File: src/rtl/mmio_io_ctrl_if.sv
// CPU data-memory side of the MMIO block: address/strobes in, registered load data out.
interface mmio_io_ctrl_if;
   logic [31:0] addr;
   logic        rd_en;
   logic        wr_en;
   logic [31:0] wr_data;
   logic [31:0] rd_data;

   modport master (output addr, rd_en, wr_en, wr_data, input  rd_data);
   modport slave  (input  addr, rd_en, wr_en, wr_data, output rd_data);
endinterface

File: src/rtl/mmio_io_ctrl.sv
// MMIO controller: UART TX/RX byte FIFOs, sticky overflow flags, cycle and
// retired-instruction counters, with a registered read port aligned to dmem timing.
module mmio_io_ctrl #(
   parameter int FIFO_DEPTH = 8,
   parameter int CNT_WIDTH  = 32
) (
   input  logic                clk,
   input  logic                rst,
   mmio_io_ctrl_if.slave       bus,
   input  logic                inst_retired,
   output logic [7:0]          uart_tx_data,
   output logic                uart_tx_valid,
   input  logic                uart_tx_ready,
   input  logic [7:0]          uart_rx_data,
   input  logic                uart_rx_valid,
   output logic                uart_rx_ready
);
   localparam int PW = $clog2(FIFO_DEPTH);
   localparam int CW = PW + 1;

   typedef enum logic [7:0] {
      OFF_STATUS  = 8'h00,
      OFF_RX_DATA = 8'h04,
      OFF_TX_DATA = 8'h08,
      OFF_CYCLE   = 8'h10,
      OFF_INST    = 8'h14,
      OFF_CNT_RST = 8'h18
   } reg_off_e;

   logic [7:0]           offset;
   logic                 hit, rd_sel, wr_sel;
   logic [7:0]           tx_mem [FIFO_DEPTH];
   logic [7:0]           rx_mem [FIFO_DEPTH];
   logic [PW-1:0]        tx_wp, tx_rp, rx_wp, rx_rp;
   logic [CW-1:0]        tx_cnt, rx_cnt;
   logic                 tx_full, tx_empty, rx_full, rx_empty;
   logic                 tx_push, tx_pop, tx_wr, tx_ovf_set;
   logic                 rx_pop, rx_wr, rx_ovf_set;
   logic                 cnt_clr, tx_ovf, rx_ovf;
   logic [CNT_WIDTH-1:0] cycle_cnt, inst_cnt, cycle_now;
   logic [31:0]          rd_mux;
   logic                 unused_bits;

   assign offset = bus.addr[7:0];
   assign hit    = bus.addr[31:28] == 4'b1000;
   assign rd_sel = hit && bus.rd_en;
   assign wr_sel = hit && bus.wr_en;

   assign tx_full  = tx_cnt == CW'(FIFO_DEPTH);
   assign tx_empty = tx_cnt == '0;
   assign rx_full  = rx_cnt == CW'(FIFO_DEPTH);
   assign rx_empty = rx_cnt == '0;

   // A full FIFO still accepts a push when the same edge pops an entry.
   assign tx_pop     = uart_tx_valid && uart_tx_ready;
   assign tx_push    = wr_sel && offset == OFF_TX_DATA;
   assign tx_wr      = tx_push && (!tx_full || tx_pop);
   assign tx_ovf_set = tx_push && !tx_wr;
   assign rx_pop     = rd_sel && offset == OFF_RX_DATA && !rx_empty;
   assign rx_wr      = uart_rx_valid && (!rx_full || rx_pop);
   assign rx_ovf_set = uart_rx_valid && !rx_wr;
   assign cnt_clr    = wr_sel && offset == OFF_CNT_RST;

   assign uart_tx_valid = !tx_empty && !rst;
   assign uart_tx_data  = tx_empty ? 8'h00 : tx_mem[tx_rp];
   assign uart_rx_ready = 1'b1;

   // NOTE: FIFO storage has no reset; pointers and counts define validity, so
   // stale contents are never observable and the arrays map onto plain RAM.
   always_ff @(posedge clk) begin
      if (tx_wr) tx_mem[tx_wp] <= bus.wr_data[7:0];
      if (rx_wr) rx_mem[rx_wp] <= uart_rx_data;
   end

   // NOTE: all state uses non-blocking assignments so every register samples
   // pre-edge values regardless of statement order.
   always_ff @(posedge clk) begin
      if (rst) begin
         tx_wp     <= '0;
         tx_rp     <= '0;
         tx_cnt    <= '0;
         rx_wp     <= '0;
         rx_rp     <= '0;
         rx_cnt    <= '0;
         tx_ovf    <= 1'b0;
         rx_ovf    <= 1'b0;
         cycle_cnt <= '0;
         inst_cnt  <= '0;
      end else begin
         if (tx_wr)  tx_wp <= tx_wp + PW'(1);
         if (tx_pop) tx_rp <= tx_rp + PW'(1);
         if (rx_wr)  rx_wp <= rx_wp + PW'(1);
         if (rx_pop) rx_rp <= rx_rp + PW'(1);
         tx_cnt <= tx_cnt + CW'(tx_wr) - CW'(tx_pop);
         rx_cnt <= rx_cnt + CW'(rx_wr) - CW'(rx_pop);
         if (cnt_clr) begin
            tx_ovf    <= 1'b0;
            rx_ovf    <= 1'b0;
            cycle_cnt <= '0;
            inst_cnt  <= '0;
         end else begin
            tx_ovf    <= tx_ovf | tx_ovf_set;
            rx_ovf    <= rx_ovf | rx_ovf_set;
            cycle_cnt <= cycle_now;
            if (inst_retired) inst_cnt <= inst_cnt + CNT_WIDTH'(1);
         end
      end
   end

   // A cycle-count read includes the sampling edge itself: first edge after a clear reads 1.
   assign cycle_now = cycle_cnt + CNT_WIDTH'(1);

   // NOTE: rd_mux gets a default before the case so no path leaves it
   // unassigned, which would otherwise infer a latch.
   always_comb begin
      rd_mux = '0;
      case (offset)
         OFF_STATUS: begin
            rd_mux[0]       = !tx_full;
            rd_mux[1]       = !rx_empty;
            rd_mux[2]       = rx_ovf;
            rd_mux[3]       = tx_ovf;
            rd_mux[8 +: CW]  = tx_cnt;
            rd_mux[16 +: CW] = rx_cnt;
         end
         OFF_RX_DATA: rd_mux[7:0] = rx_empty ? 8'h00 : rx_mem[rx_rp];
         OFF_CYCLE:   rd_mux[CNT_WIDTH-1:0] = cycle_now;
         OFF_INST:    rd_mux[CNT_WIDTH-1:0] = inst_cnt;
         default:     rd_mux = '0;
      endcase
   end

   always_ff @(posedge clk) begin
      if (rst)         bus.rd_data <= '0;
      else if (rd_sel) bus.rd_data <= rd_mux;
   end

   assign unused_bits = ^{bus.addr[27:8], bus.wr_data[31:8]};
endmodule

File: src/flat_wrapper.sv
// flat-port wrapper written by rule: the top's interface ports become plain ports
module mmio_io_ctrl_flat 
#(
   parameter int FIFO_DEPTH = 8,
   parameter int CNT_WIDTH  = 32
)
  (clk, rst, inst_retired, uart_tx_data, uart_tx_valid, uart_tx_ready, uart_rx_data, uart_rx_valid, uart_rx_ready, bus_addr, bus_rd_en, bus_wr_en, bus_wr_data, bus_rd_data);
  mmio_io_ctrl_if bus_i ();
  input  logic clk;
  input  logic rst;
  input  logic inst_retired;
  output logic [7:0] uart_tx_data;
  output logic uart_tx_valid;
  input  logic uart_tx_ready;
  input  logic [7:0] uart_rx_data;
  input  logic uart_rx_valid;
  output logic uart_rx_ready;
  input wire logic [$bits(bus_i.addr)-1:0] bus_addr;
  input wire logic [$bits(bus_i.rd_en)-1:0] bus_rd_en;
  input wire logic [$bits(bus_i.wr_en)-1:0] bus_wr_en;
  input wire logic [$bits(bus_i.wr_data)-1:0] bus_wr_data;
  output wire logic [$bits(bus_i.rd_data)-1:0] bus_rd_data;
  assign bus_i.addr = bus_addr;
  assign bus_i.rd_en = bus_rd_en;
  assign bus_i.wr_en = bus_wr_en;
  assign bus_i.wr_data = bus_wr_data;
  assign bus_rd_data = bus_i.rd_data;
  mmio_io_ctrl #(.FIFO_DEPTH(FIFO_DEPTH), .CNT_WIDTH(CNT_WIDTH)) u_core (.clk(clk), .rst(rst), .bus(bus_i), .inst_retired(inst_retired), .uart_tx_data(uart_tx_data), .uart_tx_valid(uart_tx_valid), .uart_tx_ready(uart_tx_ready), .uart_rx_data(uart_rx_data), .uart_rx_valid(uart_rx_valid), .uart_rx_ready(uart_rx_ready));
endmodule
File: config.mk
export PLATFORM = sky130hd
export DESIGN_NAME = mmio_io_ctrl_flat
export DESIGN_NICKNAME = d
export VERILOG_FILES = /design/src/rtl/mmio_io_ctrl_if.sv /design/src/rtl/mmio_io_ctrl.sv /design/src/flat_wrapper.sv
export SDC_FILE = /design/constraint.sdc
export NUM_CORES = 1
export LEC_CHECK = 0
export ABC_AREA = 0
export BUFFER_PORTS_ARGS = -buffer_cell sky130_fd_sc_hd__buf_2
export CAP_MARGIN = 20
export CELL_PAD_IN_SITES_DETAIL_PLACEMENT = 1
export CELL_PAD_IN_SITES_GLOBAL_PLACEMENT = 1
export CORE_ASPECT_RATIO = 1.25
export CORE_MARGIN = 5
export CORE_UTILIZATION = 35
export DETAILED_ROUTE_END_ITERATION = 10
export GPL_ROUTABILITY_DRIVEN = 1
export GPL_TIMING_DRIVEN = 1
export PLACE_DENSITY = 0.6
export SYNTH_ARGS = -nofsm -noshare
export SYNTH_HDL_FRONTEND = slang
export SYNTH_SLANG_ARGS = --single-unit
File: constraint.sdc
create_clock -name clk -period 6.94 [get_ports clk]
set_clock_uncertainty 0.1 [all_clocks]
set_input_delay 1.041 -clock clk [delete_from_list [all_inputs] [get_ports clk]]
set_output_delay 1.041 -clock clk [all_outputs]
set_load 0.02 [all_outputs]
# Word-level counts from Yosys, hierarchy flattened
# Memory sizes are Yosys's and may differ from the RTL's. A register that Yosys moved wholly into a read port is not among the register bits.
# Cells that the tools add are included.
[word_totals] regBits=118 latch_bits=0 ram_bits=128 rom_bits=0 input_bits=79 out_inout_bits=42 word_cells=74 n_memories=2
[mem_list] memory="u_core.rx_mem" words=8 width=8 rd=1 rd_ports_with_merged_regs=1 write_ports=1 line_no="mmio_io_ctrl.sv:33" text="logic [7:0] rx_mem [FIFO_DEPTH];"
[mem_list] memory="u_core.tx_mem" words=8 width=8 rd=1 rd_ports_with_merged_regs=1 write_ports=1 line_no="mmio_io_ctrl.sv:32" text="logic [7:0] tx_mem [FIFO_DEPTH];"
[op_classes] addsub=10 multipliers=0 div_mod_pow=0 n_lt_le_gt_ge=0 eq_ne=8 shifts=0 n_mux=16 n_bitwise=2 reduce_logical=25
[ops] operator="adder 32 x 1 -> 32 bit (second input constant)" count=2
[ops] operator="one-hot mux 4 bit (3 select lines)" count=3
[ops] operator="equality test 8 x 5 -> 1 bit (second input constant)" count=3
[ops] operator="one-hot mux 12 bit (2 select lines)" count=1
[ops] operator="two-way mux 8 bit" count=2
[ops] operator="one-hot mux 4 bit (4 select lines)" count=1
[ops] operator="adder 3 x 1 -> 3 bit (second input constant)" count=4
[ops] operator="equality test 4 bit (second input constant)" count=3
[ops] operator="logical AND 1 bit" count=12
[ops] operator="two-way mux 3 bit" count=4
[ops] operator="adder 4 x 1 -> 4 bit" count=2
[ops] operator="equality test 8 x 3 -> 1 bit (second input constant)" count=1
[ops] operator="equality test 8 x 4 -> 1 bit (second input constant)" count=1
[ops] operator="zero test 4 bit" count=2
[ops] operator="zero test 8 bit" count=1
[ops] operator="one-hot mux 4 bit (2 select lines)" count=1
[ops] operator="subtractor 4 x 1 -> 4 bit" count=2
[ops] operator="zero test 1 bit" count=7
[ops] operator="two-way mux 1 bit" count=4
[ops] operator="logical OR 1 bit" count=2
[ops] operator="bitwise OR 1 bit" count=2
[ops] operator="OR reduction 2 bit" count=1

# Logic depth before layout (Yosys ltp)
# Gate-level depths: netlist (run 1).
[depth] word_depth=9 mapped_depth=11 ltp_nobuf=11

# Worst setup path before layout (run 1)
# No wires, ideal clock.
[synth_timing] path_type="input -> register" from="in bus_addr[4]" to="mem u_core.rx_mem[2][0] (enable)" setup_time_ns=0.385 arrival_ns=3.113 required_ns=6.455 path_slack_ns=3.342 path_stages=6 n_path_buf=1 cell_sequence="buf_4 or4_4 a211o_4 o21ai_4 nand2b_4 nor3b_1"
[synth_between] elab_chain_cells=7
[synth_rtl] item="start: declaration" line_no="flat_wrapper.sv:18" text="input wire logic [$bits(bus_i.addr)-1:0] bus_addr;"
[synth_rtl] item="equality test 8 x 3 -> 1 bit" line_no="mmio_io_ctrl.sv:59" text="assign rx_pop = rd_sel && offset == OFF_RX_DATA && !rx_empty;"
[synth_rtl] item="logical AND 1 bit (2 in a row)" line_no="mmio_io_ctrl.sv:59"
[synth_rtl] item="logical OR 1 bit" line_no="mmio_io_ctrl.sv:60" text="assign rx_wr = uart_rx_valid && (!rx_full || rx_pop);"
[synth_rtl] item="logical AND 1 bit" line_no="mmio_io_ctrl.sv:60"
[synth_rtl] item="net u_core.rx_wr" line_no="mmio_io_ctrl.sv:38" text="logic rx_pop, rx_wr, rx_ovf_set;"
[synth_rtl] item="two-way mux 1 bit" line_no="mmio_io_ctrl.sv:72" text="if (rx_wr) rx_mem[rx_wp] <= uart_rx_data;"
[synth_rtl] item="two-way mux 1 bit (implied by the code)" line_no="mmio_io_ctrl.sv:72"
[synth_rtl] item="end: declaration" line_no="mmio_io_ctrl.sv:33"
# The timed path passes the listed nets, and every way through them passes these cells.

# Worst setup path after layout (run 1)
[layout_timing] from="in bus_addr[4]" to="mem u_core.tx_mem[5][1] (enable)"
[layout_between] elab_chain_cells=5
[layout_rtl] item="equality test 8 x 4 -> 1 bit" line_no="mmio_io_ctrl.sv:56" text="assign tx_push = wr_sel && offset == OFF_TX_DATA;"
[layout_rtl] item="logical AND 1 bit" line_no="mmio_io_ctrl.sv:56"
[layout_rtl] item="logical AND 1 bit" line_no="mmio_io_ctrl.sv:57" text="assign tx_wr = tx_push && (!tx_full || tx_pop);"
[layout_rtl] item="two-way mux 1 bit" line_no="mmio_io_ctrl.sv:71" text="if (tx_wr) tx_mem[tx_wp] <= bus.wr_data[7:0];"
[layout_rtl] item="two-way mux 1 bit (implied by the code)" line_no="mmio_io_ctrl.sv:71"
[layout_rtl] item="end: declaration" line_no="mmio_io_ctrl.sv:32"
# No other way between the ends.

==> results.md, run 1 <==
* Total track usage at 0.154
* Yosys reg bits at roughly 250
* Ys Warns at 0
* WL/cell at between 15 and 20 um
* Num CTS Buffers at 27
* CTS clk-pin slew, worst paths at 60 ps
* Slew HR at 0.322
* DRT iter0 DRCs at about 340
* Peak Freq at between 200 and 300 MHz
* Startpoint types: input port
* Final worst slack at approximately 3400 ps
* Global placement routability congestion at a little over 0.7
* Via-to-Cell Ratio at 5.11
* Hold Crit Class: flip-flop to flip-flop
* CTS-repair resized insts at 0
* Post-CTS Setup Bufs at 0
* Area occupied by multi-input gates at ~4200 um^2
* Seq/Total Area, Yosys at 0.582
* Synth Flop Type: edfxtp_1
* Via count at 7,137
* CTS Sinks at about 250
* Simple-Gate Fraction of Synth Area at 0.149
* H-tree levels at 1
* Placed Cells at approximately 1,300
* Die Span Y at 207 um
* Unique masters post-synth at 70
* LEAKAGE at 0.00425 uW
* Slew @ Worst Pin at between 1000 and 1500 ps
* Sequence of cells on the critical path: buf_2 -> or4_4 -> nor4_2 -> and2_1 -> nand2_1 -> nor2_1
* Vias in the first global route at around 7,600
* Die ar. at around 35,000 um^2
* Mean Syn Cell Area at around 12 um^2
* P&R area growth vs syn at 16.3%
* FF-to-FF path depth at 9
* Synthesized net count at 995
* Synth Cell Area at 10,900 um^2
* Status: completed
* Period Utilization, post-route at 0.505
* Initial antenna violation count at 3
* FF/Latch Area at 6330 um^2
* Hold Fails Final Rpt at 0
* Hold WS at 395 ps
* Clk_lat worst skew at around 520 ps
* Post-Synth Adder-Cell Area at 0.0244
* DR pass1 iterations at 4
* Multiplexer area fraction after synthesis at 0.0905
* Async set-reset flop share out of synthesis at 0
* Setup slack, reg-to-reg at 4110 ps
* Starting density of the core at 0.353
* Final setup viols at 0
* Clock Tree Buf Depth at 3
* CTS tree: built
* EDFF count, synth at 128
* CP max FO at 9
* Crit path to: u_core.tx_mem[5][1]$_DFFE_PP_
* Worst Setup SP: bus_addr[4]
* Layout cells sized above 1 at 0.203
* Power per cell area at ~290 nW/um^2
* Placement Setup Slack at 2880 ps
* FF-to-FF End: u_core.rx_cnt[1]$_SDFF_PP0_
* Ports at approximately 120
* Core box area at approximately 30,000 um^2
* Reg-to-Reg Start: u_core.rx_cnt[2]$_SDFF_PP0_
* FP Rows at 72
* First-pass GRT wire length at approximately 43 mm
* Maximum number of pins on one net before global-route repair at 73
* RSZ-0062 raised after global routing: no
* FILL cells at 3,348
* CP max-delay cell: nor2_1
* Final global-route overflow total at 0
* Fin Setup TNS at 0 ps
* WP data arrival at around 3500 ps
* Slew Limit Fails at 0
* CP Capture Type: flip-flop
* Die W at between 150 and 200 um
* Mapped Cells at about 900
* CP max stage delay at ~800 ps
* Maximum vdd drop at between 0.2 and 0.25 mV
* CTS hold repair buffers at 0
* Xor-xnor portion of the synthesized cell area at 0.0508
* Post-detail-place hpwl at between 15 and 20 mm
* CP required at roughly 7000 ps
* Nets@finish at 1,067
* DRT antenna net count at 0
* Residual DRC at 0
* Final cell count without fillers at approximately 1,400
* Root buffer cell: clkbuf_16
* Crit Path Class: input port to flip-flop
* Tot Pwr at about 3600 uW
* Final critical-path required period at approximately 3500 ps
* IO Port Bufs at 75
* Largest family of logic cells by synthesized area: simple AND/OR/NAND/NOR gates
* Routed wire length at 26.9 mm
* Compound-Gate Fraction of Synth Area at 0.0720
* Max-cap violations at 0
## worst max-delay path: cells and delay by family
family | cells | cell delay, ps
buf+inv | 1 | 170
simple gates | 5 | 2330
## layout make-up
| type | count | area share |
|---|---|---|
| clock buffer | 30 | 0.0543 |
| antenna | 1 | 0.000198 |
| tap | 407 | 0.0403 |
| sequential | 252 | 0.500 |
| clock inverter | 19 | 0.0220 |
| multi-input combinational | 565 | 0.334 |
| inverter | 31 | 0.00921 |
| timing repair buffer | 91 | 0.0398 |
## through the flow
stage	util	cell area, um^2
floorplan	-	10900
global placement	0.378	11700
detailed placement	0.378	11700
CTS	0.410	12600
global route	0.410	12600
finish	0.410	12600
## cells in the mapped netlist (all sizes together), types with 21 or more instances
| library cell | count | area (um^2) |
|---|---|---|
| dfxtp | 124 | 2480 |
| nor2 | 124 | 478 |
| nand3 | 26 | 130 |
| mux4 | 32 | 721 |
| nor3 | 26 | 146 |
| clkbuf | 27 | 103 |
| nand4 | 23 | 144 |
| xor2 | 29 | 254 |
| buf | 21 | 114 |
| nand2 | 51 | 199 |
| inv | 31 | 116 |
| xnor2 | 34 | 298 |
| edfxtp | 128 | 3840 |
## metal layers
metal | vias up | track usage | wire length [um]
li1 | 3452 | - | -
met1 | 3555 | 0.191 | 11400
met2 | 93 | 0.282 | 14100
met3 | 33 | 0.0257 | 951
met4 | 4 | 0.0322 | 435
met5 | - | 0 | 21
## state kept, by name, summed over array words and instances (netlist names), 4 cells and up, named ones only
signal and count:
u_core.rx_cnt 4, u_core.cycle_cnt 32, u_core.tx_mem 64, u_core.rx_mem 64, u_core.tx_cnt 4, u_core.inst_cnt 32, u_core.bus.rd_data 32
## where the power goes
group | internal [uW] | total (uW) | switching (uW) | leakage, uW
logic | 173 | 405 | 232 | 0.00163
registers | 1610 | 1650 | 40.5 | 0.00216
clock network | 972 | 1550 | 574 | 0.000459
total | 2760 | 3600 | 846 | 0.00425
## layout by cell type (no fill, tap or decap), types with 22 or more instances in the layout
cell | netlist | final
edfxtp_1 | 128 | 128
buf_2 | 10 | 75
mux4_2 | 32 | 32
nor3_1 | 24 | 22
inv_1 | 31 | 31
nor2_1 | 121 | 121
dfxtp_1 | 124 | 124
clkbuf_16 | 0 | 27
nand4_1 | 23 | 23
nand3_1 | 26 | 26
xor2_1 | 29 | 29
nand2_1 | 50 | 50
xnor2_1 | 34 | 34
## worst min path at each step
stage                                          end                                 from  cells after the start
2_1_floorplan             u_core.rx_ovf$_SDFF_PP0_             u_core.rx_ovf$_SDFF_PP0_                      2
3_3_place_gp        u_core.cycle_cnt[0]$_SDFF_PP0_       u_core.cycle_cnt[0]$_SDFF_PP0_                      1
3_5_place_dp   u_core.bus.rd_data[12]$_SDFFE_PP0P_  u_core.bus.rd_data[12]$_SDFFE_PP0P_                      2
4_1_cts        u_core.bus.rd_data[12]$_SDFFE_PP0P_  u_core.bus.rd_data[12]$_SDFFE_PP0P_                      2
5_1_grt             u_core.cycle_cnt[0]$_SDFF_PP0_       u_core.cycle_cnt[0]$_SDFF_PP0_                      1
6_report       u_core.bus.rd_data[12]$_SDFFE_PP0P_  u_core.bus.rd_data[12]$_SDFFE_PP0P_                      2
## logic make-up after synthesis
group / Yosys count
DFF: 252
AOI/OAI and AO/OA: 103
xor gates and xnor gates: 63
other: 1
muxes: 57
adders and majority gates: 20
buffers and inverters: 79
and+or+nand+nor: 321
Note: power is estimated with default switching activity, not from simulation.
==> inputs of run 2 (changes only) <==
==> constraint.sdc (replaced) <==
create_clock -name clk -period 3.23 [get_ports clk]
set_clock_uncertainty 0.1 [all_clocks]
set_input_delay 0.4845 -clock clk [delete_from_list [all_inputs] [get_ports clk]]
set_output_delay 0.4845 -clock clk [all_outputs]
set_load 0.02 [all_outputs]
==> results.md, run 2 (synthesized netlist as in run 1, its figures left out) <==
* Core box area at 30,800 um^2 (unchanged)
* Max-cap violations at 0 (unchanged)
* Layout cells sized above 1 at 0.215 (was 0.203)
* CTS hold repair buffers at 0 (unchanged)
* Period Utilization, post-route at 0.841
* Total track usage at 0.161 (was 0.154)
* Nets@finish at 1,089 (was 1,067)
* Post-CTS Setup Bufs at 0 (unchanged)
* Via count at 7,263 (was 7,137)
* Routed wire length at 28.0 mm (was 26.9 mm)
* H-tree levels at 1 (unchanged)
* Final global-route overflow total at 0 (unchanged)
* CTS tree: built (unchanged)
* Post-detail-place hpwl at 19.9 mm (was 19.3 mm)
* Power per cell area at 590 nW/um^2 (was 285 nW/um^2)
* Ports at 121 (unchanged)
* DRT iter0 DRCs at 342 (was 343)
* CTS Sinks at 252 (unchanged)
* Clock Tree Buf Depth at 3 (unchanged)
* Clk_lat worst skew at 550 ps (was 520 ps)
* CTS clk-pin slew, worst paths at 60 ps (about the same)
* Final worst slack at 514 ps (was 3430 ps)
* Root buffer cell: clkbuf_16 (unchanged)
* Commonest non-fill, non-tap cell in the layout: edfxtp_1 (unchanged)
* WL/cell at 19.7 um (was 19.3 um)
* Starting density of the core at 0.353 (unchanged)
* Final setup viols at 0 (unchanged)
* Hold Fails Final Rpt at 0 (unchanged)
* Initial antenna violation count at 0 (was 3)
* Fin Setup TNS at 0 ps (unchanged)
* DRT antenna net count at 0 (unchanged)
* Slew Limit Fails at 0 (unchanged)
* Maximum vdd drop at 0.462 mV (was 0.204 mV)
* Num CTS Buffers at 27 (unchanged)
* CTS-repair resized insts at 0 (unchanged)
* Slew @ Worst Pin at 720 ps (was 1010 ps)
* Crit Path Class: flip-flop to output pin (was input port to flip-flop)
* LEAKAGE at 0.00432 uW (was 0.00425 uW)
* CP max FO at 16 (was 9)
* IO Port Bufs at 75 (unchanged)
* Final cell count without fillers at 1,418 (was 1,396)
* First-pass GRT wire length at 44.6 mm (was 43.3 mm)
* WP data arrival at 2130 ps (was 3540 ps)
* P&R area growth vs syn at 16.9% (was 16.3%)
* Startpoint types: flip-flop (was input port)
* Placed Cells at 1,368 (was 1,345)
* Global placement routability congestion at 0.758 (was 0.728)
* Residual DRC at 0 (unchanged)
* Die Span Y at 207 um (unchanged)
* Die ar. at 34,700 um^2 (unchanged)
* CP Capture Type: output pin (was flip-flop)
* Placement Setup Slack at 239 ps (was 2880 ps)
* FP Rows at 72 (unchanged)
* Vias in the first global route at 7,776 (was 7,560)
* Most frequent cells in the layout: edfxtp_1, dfxtp_1, nor2_1 (unchanged)
* Hold WS at 98.4 ps (was 395 ps)
* Status: completed (unchanged)
* ANT cells at 0 (was 1)
* Final critical-path required period at 2720 ps
* Slew HR at 0.519 (was 0.322)
* CP required at 2650 ps (was 6970 ps)
* Die W at 168 um (unchanged)
* Hold Crit Class: input port to flip-flop (was flip-flop to flip-flop)
* RSZ-0062 raised after global routing: no (unchanged)
* Largest regs: u_core.rx_mem: 64 flops, u_core.tx_mem: 64 flops (unchanged)
* Peak Freq at ~370 MHz
* Via-to-Cell Ratio at 5.12 (was 5.11)
* Maximum number of pins on one net before global-route repair at 64 (was 73)
* DR pass1 iterations at 6 (was 4)
* Tot Pwr at 7500 uW (was 3600 uW)
[run 2: changes by cell type in the layout (fill, tap and decap cells not counted), sizes merged]
cell / change
clkbuf: -2
buf: +22
diode: -1
inv: +3
clkinvlp: -1
bufinv: -4
clkinv: +5
[run 2: path summary, 6_finish.rpt]
path / startpoint / end / slack (ps) / cells after the start
hold reg to reg: u_core.bus.rd_data[12]$_SDFFE_PP0P_ / u_core.bus.rd_data[12]$_SDFFE_PP0P_ / 390 / 2
hold / removal: uart_rx_data[0] / u_core.rx_mem[1][0]$_DFFE_PP_ / 100 / 1
setup reg to reg: u_core.tx_cnt[2]$_SDFF_PP0_ / u_core.tx_cnt[1]$_SDFF_PP0_ / 640 / 10
setup / recovery: flip-flop / uart_tx_data[5] / 510 / 5
[run 2: power by group]
| part | internal, uW | switching [uW] |
|---|---|---|
| clock | 1770 | 1280 |
| combinational | 381 | 521 |
| sequential | 3460 | 79.5 |
[run 2: layer usage]
layer	global-route usage	routed length [um]	part of all wire	vias up
met4	0.0403	490	0.017	0
met1	0.199	11700	0.42	3632
met2	0.292	14700	0.52	107
li1	-	-	-	3492
met3	0.0261	1070	0.038	32
met5	0	0	0	-
[run 2: area by class of cell]
class	count	area, um^2
multi-input cells	565	4210
inverters	31	116
repair buffers	113	673
flip-flops and latches	252	6330
fillers	3322	18100
clock inverters	22	193
clock buffers	28	679
well taps	407	509
[run 2: critical path: stages, from the launching register on]
cell and delay (ps):
dfxtp_1 310, buf_4 310, mux4_2 540, mux2i_1 200
nor2_1 60, buf_2 160
[run 2: through the flow]
| stage | instance area [um^2] | utilization |
|---|---|---|
| 3_3_place_gp | 11800 | 0.384 |
| 3_5_place_dp | 11800 | 0.384 |
| 2_1_floorplan | 10900 | - |
| 4_1_cts | 12700 | 0.412 |
| 5_1_grt | 12700 | 0.412 |
| 6_report | 12700 | 0.412 |
==> inputs of run 3 (changes only) <==
--- a/config.mk
+++ b/config.mk
@@ -5,7 +5,7 @@
 export SDC_FILE = /design/constraint.sdc
 export NUM_CORES = 1
 export LEC_CHECK = 0
-export ABC_AREA = 0
+export ABC_AREA = 1
 export BUFFER_PORTS_ARGS = -buffer_cell sky130_fd_sc_hd__buf_2
 export CAP_MARGIN = 20
 export CELL_PAD_IN_SITES_DETAIL_PLACEMENT = 1
@@ -16,7 +16,7 @@
 export DETAILED_ROUTE_END_ITERATION = 10
 export GPL_ROUTABILITY_DRIVEN = 1
 export GPL_TIMING_DRIVEN = 1
-export PLACE_DENSITY = 0.6
+export PLACE_DENSITY = 0.65
 export SYNTH_ARGS = -nofsm -noshare
 export SYNTH_HDL_FRONTEND = slang
 export SYNTH_SLANG_ARGS = --single-unit
==> constraint.sdc (replaced) <==
create_clock -name clk -period 2.3 [get_ports clk]
set_clock_uncertainty 0.1 [all_clocks]
set_input_delay 0.345 -clock clk [delete_from_list [all_inputs] [get_ports clk]]
set_output_delay 0.345 -clock clk [all_outputs]
set_load 0.02 [all_outputs]
==> results.md, run 3 <==
* Multiplexer area fraction after synthesis at 0 (was 0.0905)
* LEAKAGE at 0.00528 uW (was 0.00432 uW)
* Post-detail-place hpwl at 23.8 mm (was 19.9 mm)
* DRT antenna net count at 0 (unchanged)
* Routed wire length at 33.0 mm (was 28.0 mm)
* Final worst slack at 32.2 ps (was 514 ps)
* CP required at 1860 ps (was 2650 ps)
* Startpoint types: flip-flop (unchanged)
* CTS tree: built (unchanged)
* IO Port Bufs at 75 (unchanged)
* Vias in the first global route at 9,738 (was 7,776)
* Ports at 121 (unchanged)
* Initial antenna violation count at 0 (unchanged)
* Die W at 172 um (was 168 um)
* Final critical-path required period at between 2000 and 2500 ps
* Global placement routability congestion at 0.845 (was 0.758)
* Clock Tree Buf Depth at 3 (unchanged)
* FILL cells at 3,750 (was 3,322)
* Nets@finish at 1,542 (was 1,089)
* Xor-xnor portion of the synthesized cell area at 0.0191 (was 0.0508)
* Simple-Gate Fraction of Synth Area at 0.228 (was 0.149)
* Top post-synthesis cells by area: edfxtp_1, dfxtp_1, nor2_1, nand2_1, o21ai_0 (was edfxtp_1, dfxtp_1, mux4_2, nor2_1, xnor2_1)
* CTS clk-pin slew, worst paths at 60 ps (about the same)
* GRT met2 Usage at 0.340 (was 0.292)
* Maximum vdd drop at 0.599 mV (was 0.462 mV)
* Layout Utilization at 0.428 (was 0.412)
* Synthesized net count at 1,413 (was 995)
* Area occupied by multi-input gates at 4540 um^2 (was 4210 um^2)
* GRT busiest layer: met2 (unchanged)
* Ys Warns at 0 (unchanged)
* Slew @ Worst Pin at 502 ps (was 720 ps)
* Layout cells sized above 1 at 0.171 (was 0.215)
* RSZ-0062 raised after global routing: yes (was no)
* Num CTS Buffers at 27 (unchanged)
* Die ar. at 36,400 um^2 (was 34,700 um^2)
* Max-cap violations at 0 (unchanged)
* Clk_lat worst skew at 540 ps (was 550 ps)
* Synth Cell Area at 11,400 um^2 (was 10,900 um^2)
* ANT cells at 0 (unchanged)
* Mean Syn Cell Area at 8.71 um^2 (was 12.1 um^2)
* CP max stage delay at 370 ps (was 540 ps)
* WP data arrival at 1820 ps (was 2130 ps)
* FF/Latch Area at 6330 um^2 (about the same)
* Root buffer cell: clkbuf_16 (unchanged)
* Status: completed (unchanged)
* Die Span Y at 212 um (was 207 um)
* Design area at 13,900 um^2 (was 12,700 um^2)
* Hold Crit Class: input port to flip-flop (unchanged)
* P&R area growth vs syn at 21.4% (was 16.9%)
* WL/cell at 17.6 um (was 19.7 um)
* Placed instance area at 12,600 um^2 (was 11,800 um^2)
* Sequence of cells on the critical path: inv_6 -> buf_8 -> nor2_4 -> o32ai_2 -> o21ai_1 -> nor2_1 -> buf_4 (was buf_4 -> mux4_2 -> mux2i_1 -> nor2_1 -> buf_2)
* Final cell count without fillers at 1,881 (was 1,418)
* Largest family of logic cells by synthesized area: simple AND/OR/NAND/NOR gates (unchanged)
* Mapped Cells at 1,314 (was 896)
* Total track usage at 0.180 (was 0.161)
* Slew HR at 0.662 (was 0.519)
* DR pass1 iterations at 4 (was 6)
* Placed Cells at 1,811 (was 1,368)
* Commonest non-fill, non-tap cell in the layout: nor2_1 (was edfxtp_1)
* Hold Fails Final Rpt at 0 (unchanged)
* Unique masters post-synth at 48 (was 70)
* CP Capture Type: output pin (unchanged)
* Via count at 9,361 (was 7,263)
* CP max-delay cell: dfxtp_4 (was mux4_2)
* Via-to-Cell Ratio at 4.98 (was 5.12)
* CP max FO at 7 (was 16)
* Compound-Gate Fraction of Synth Area at 0.112 (was 0.0720)
* Placement Setup Slack at -11.6 ps (was 239 ps)
* First-pass GRT wire length at 51.6 mm (was 44.6 mm)
* Core box area at 32,500 um^2 (was 30,800 um^2)
* Seq/Total Area, Yosys at 0.553 (was 0.582)
* Synth Flop Type: edfxtp_1 (unchanged)
* H-tree levels at 1 (unchanged)
* EDFF count, synth at 128 (unchanged)
* Final global-route overflow total at 0 (unchanged)
* Starting density of the core at 0.352 (was 0.353)
* Residual DRC at 0 (unchanged)
* Crit Path Class: flip-flop to output pin (unchanged)
* Yosys reg bits at 252 (unchanged)
* FP Rows at 74 (was 72)
* Peak Freq at roughly 440 MHz
* DRT iter0 DRCs at 391 (was 342)
* Most frequent cells in the layout: nor2_1, nand2_1, inv_1 (was edfxtp_1, dfxtp_1, nor2_1)
* CTS Sinks at 252 (unchanged)
* Power per cell area at 785 nW/um^2 (was 590 nW/um^2)
* Final setup viols at 0 (unchanged)
* Slew Limit Fails at 0 (unchanged)
* Async set-reset flop share out of synthesis at 0 (unchanged)
* Largest area contributor in the netlist: edfxtp_1 (unchanged)
* Met3 usage at 0.0225 (was 0.0261)
* Post-Synth Adder-Cell Area at 0.0232 (was 0.0244)
* Top-count cell post-synth: nor2_1 (was edfxtp_1)
* Area fraction of the dominant cell type after synthesis at 0.336 (was 0.354)
* Largest regs: u_core.rx_mem: 64 flops, u_core.tx_mem: 64 flops (unchanged)
* Top cells by count, synth: nor2_1, nand2_1, inv_1 (was edfxtp_1, dfxtp_1, nor2_1)
* Maximum number of pins on one net before global-route repair at 57 (was 64)
* Period Utilization, post-route at 0.986
* Met1 usage at 0.213 (was 0.199)
==> run 3: cell families after synthesis <==
family / Yosys count
AOI/OAI and AO/OA: 221
xor gates and xnor gates: 25
adders and majority gates: 20
buffers and inverters: 190
DFF: 252
other: 1
and+or+nand+nor: 605
==> run 3: report_power, final <==
part	total [uW]	switching, uW	internal, uW
clock	4180	1800	2380
combinational	1760	1020	743
sequential	4970	97.6	4880
==> run 3: critical path: cells and delay by family, from the launching register on <==
family | cells | cell delay (ps)
AOI/OAI and AO/OA | 2 | 330
buffers and inverters | 3 | 390
DFF | 1 | 370
and+or+nand+nor | 2 | 190
==> run 3: final cells by class <==
cell class                 count  area share
clock inverter                19      0.0113
clock buffer                  30      0.0494
timing repair buffer         143      0.0793
sequential                   252       0.456
tap                          418      0.0376
multi-input combinational    872       0.326
inverter                     147      0.0401
==> run 3: final timing paths <==
path | start | end | slack [ps] | depth (start not counted)
worst min-delay path | uart_tx_ready | u_core.tx_rp[1]$_SDFFE_PP0P_ | 110 | 4
worst min register to register | u_core.rx_ovf$_SDFF_PP0_ | u_core.rx_ovf$_SDFF_PP0_ | 360 | 2
worst max-delay path | flip-flop | uart_tx_data[7] | 30 | 7
worst max register to register | u_core.tx_cnt[3]$_SDFF_PP0_ | u_core.tx_cnt[2]$_SDFF_PP0_ | 100 | 11
==> run 3: per-stage QoR <==
step	hold slack, ps	power, uW	setup TNS [ps]
final	112	10900	0
after detailed placement	347	6560	-11.6
after global routing	134	11400	-270
after global placement	325	6520	0
after floorplan	312	5970	-21.4
after CTS	115	10900	-32.2
==> run 3: metal layers <==
| layer | share of wire | vias to the layer above |
|---|---|---|
| met1 | 0.41 | 4573 |
| met5 | 0 | - |
| met4 | 0.021 | 0 |
| met2 | 0.53 | 113 |
| li1 | - | 4627 |
| met3 | 0.035 | 48 |
==> run 3: repair_timing <==
action,CTS,global route
buffers inserted,0,1
resized for setup,28,39
pin swaps,3,7
cloned,1,1
hold buffers,18,0
endpoints found under the setup margin,10,70
endpoints found under the hold margin,130,0
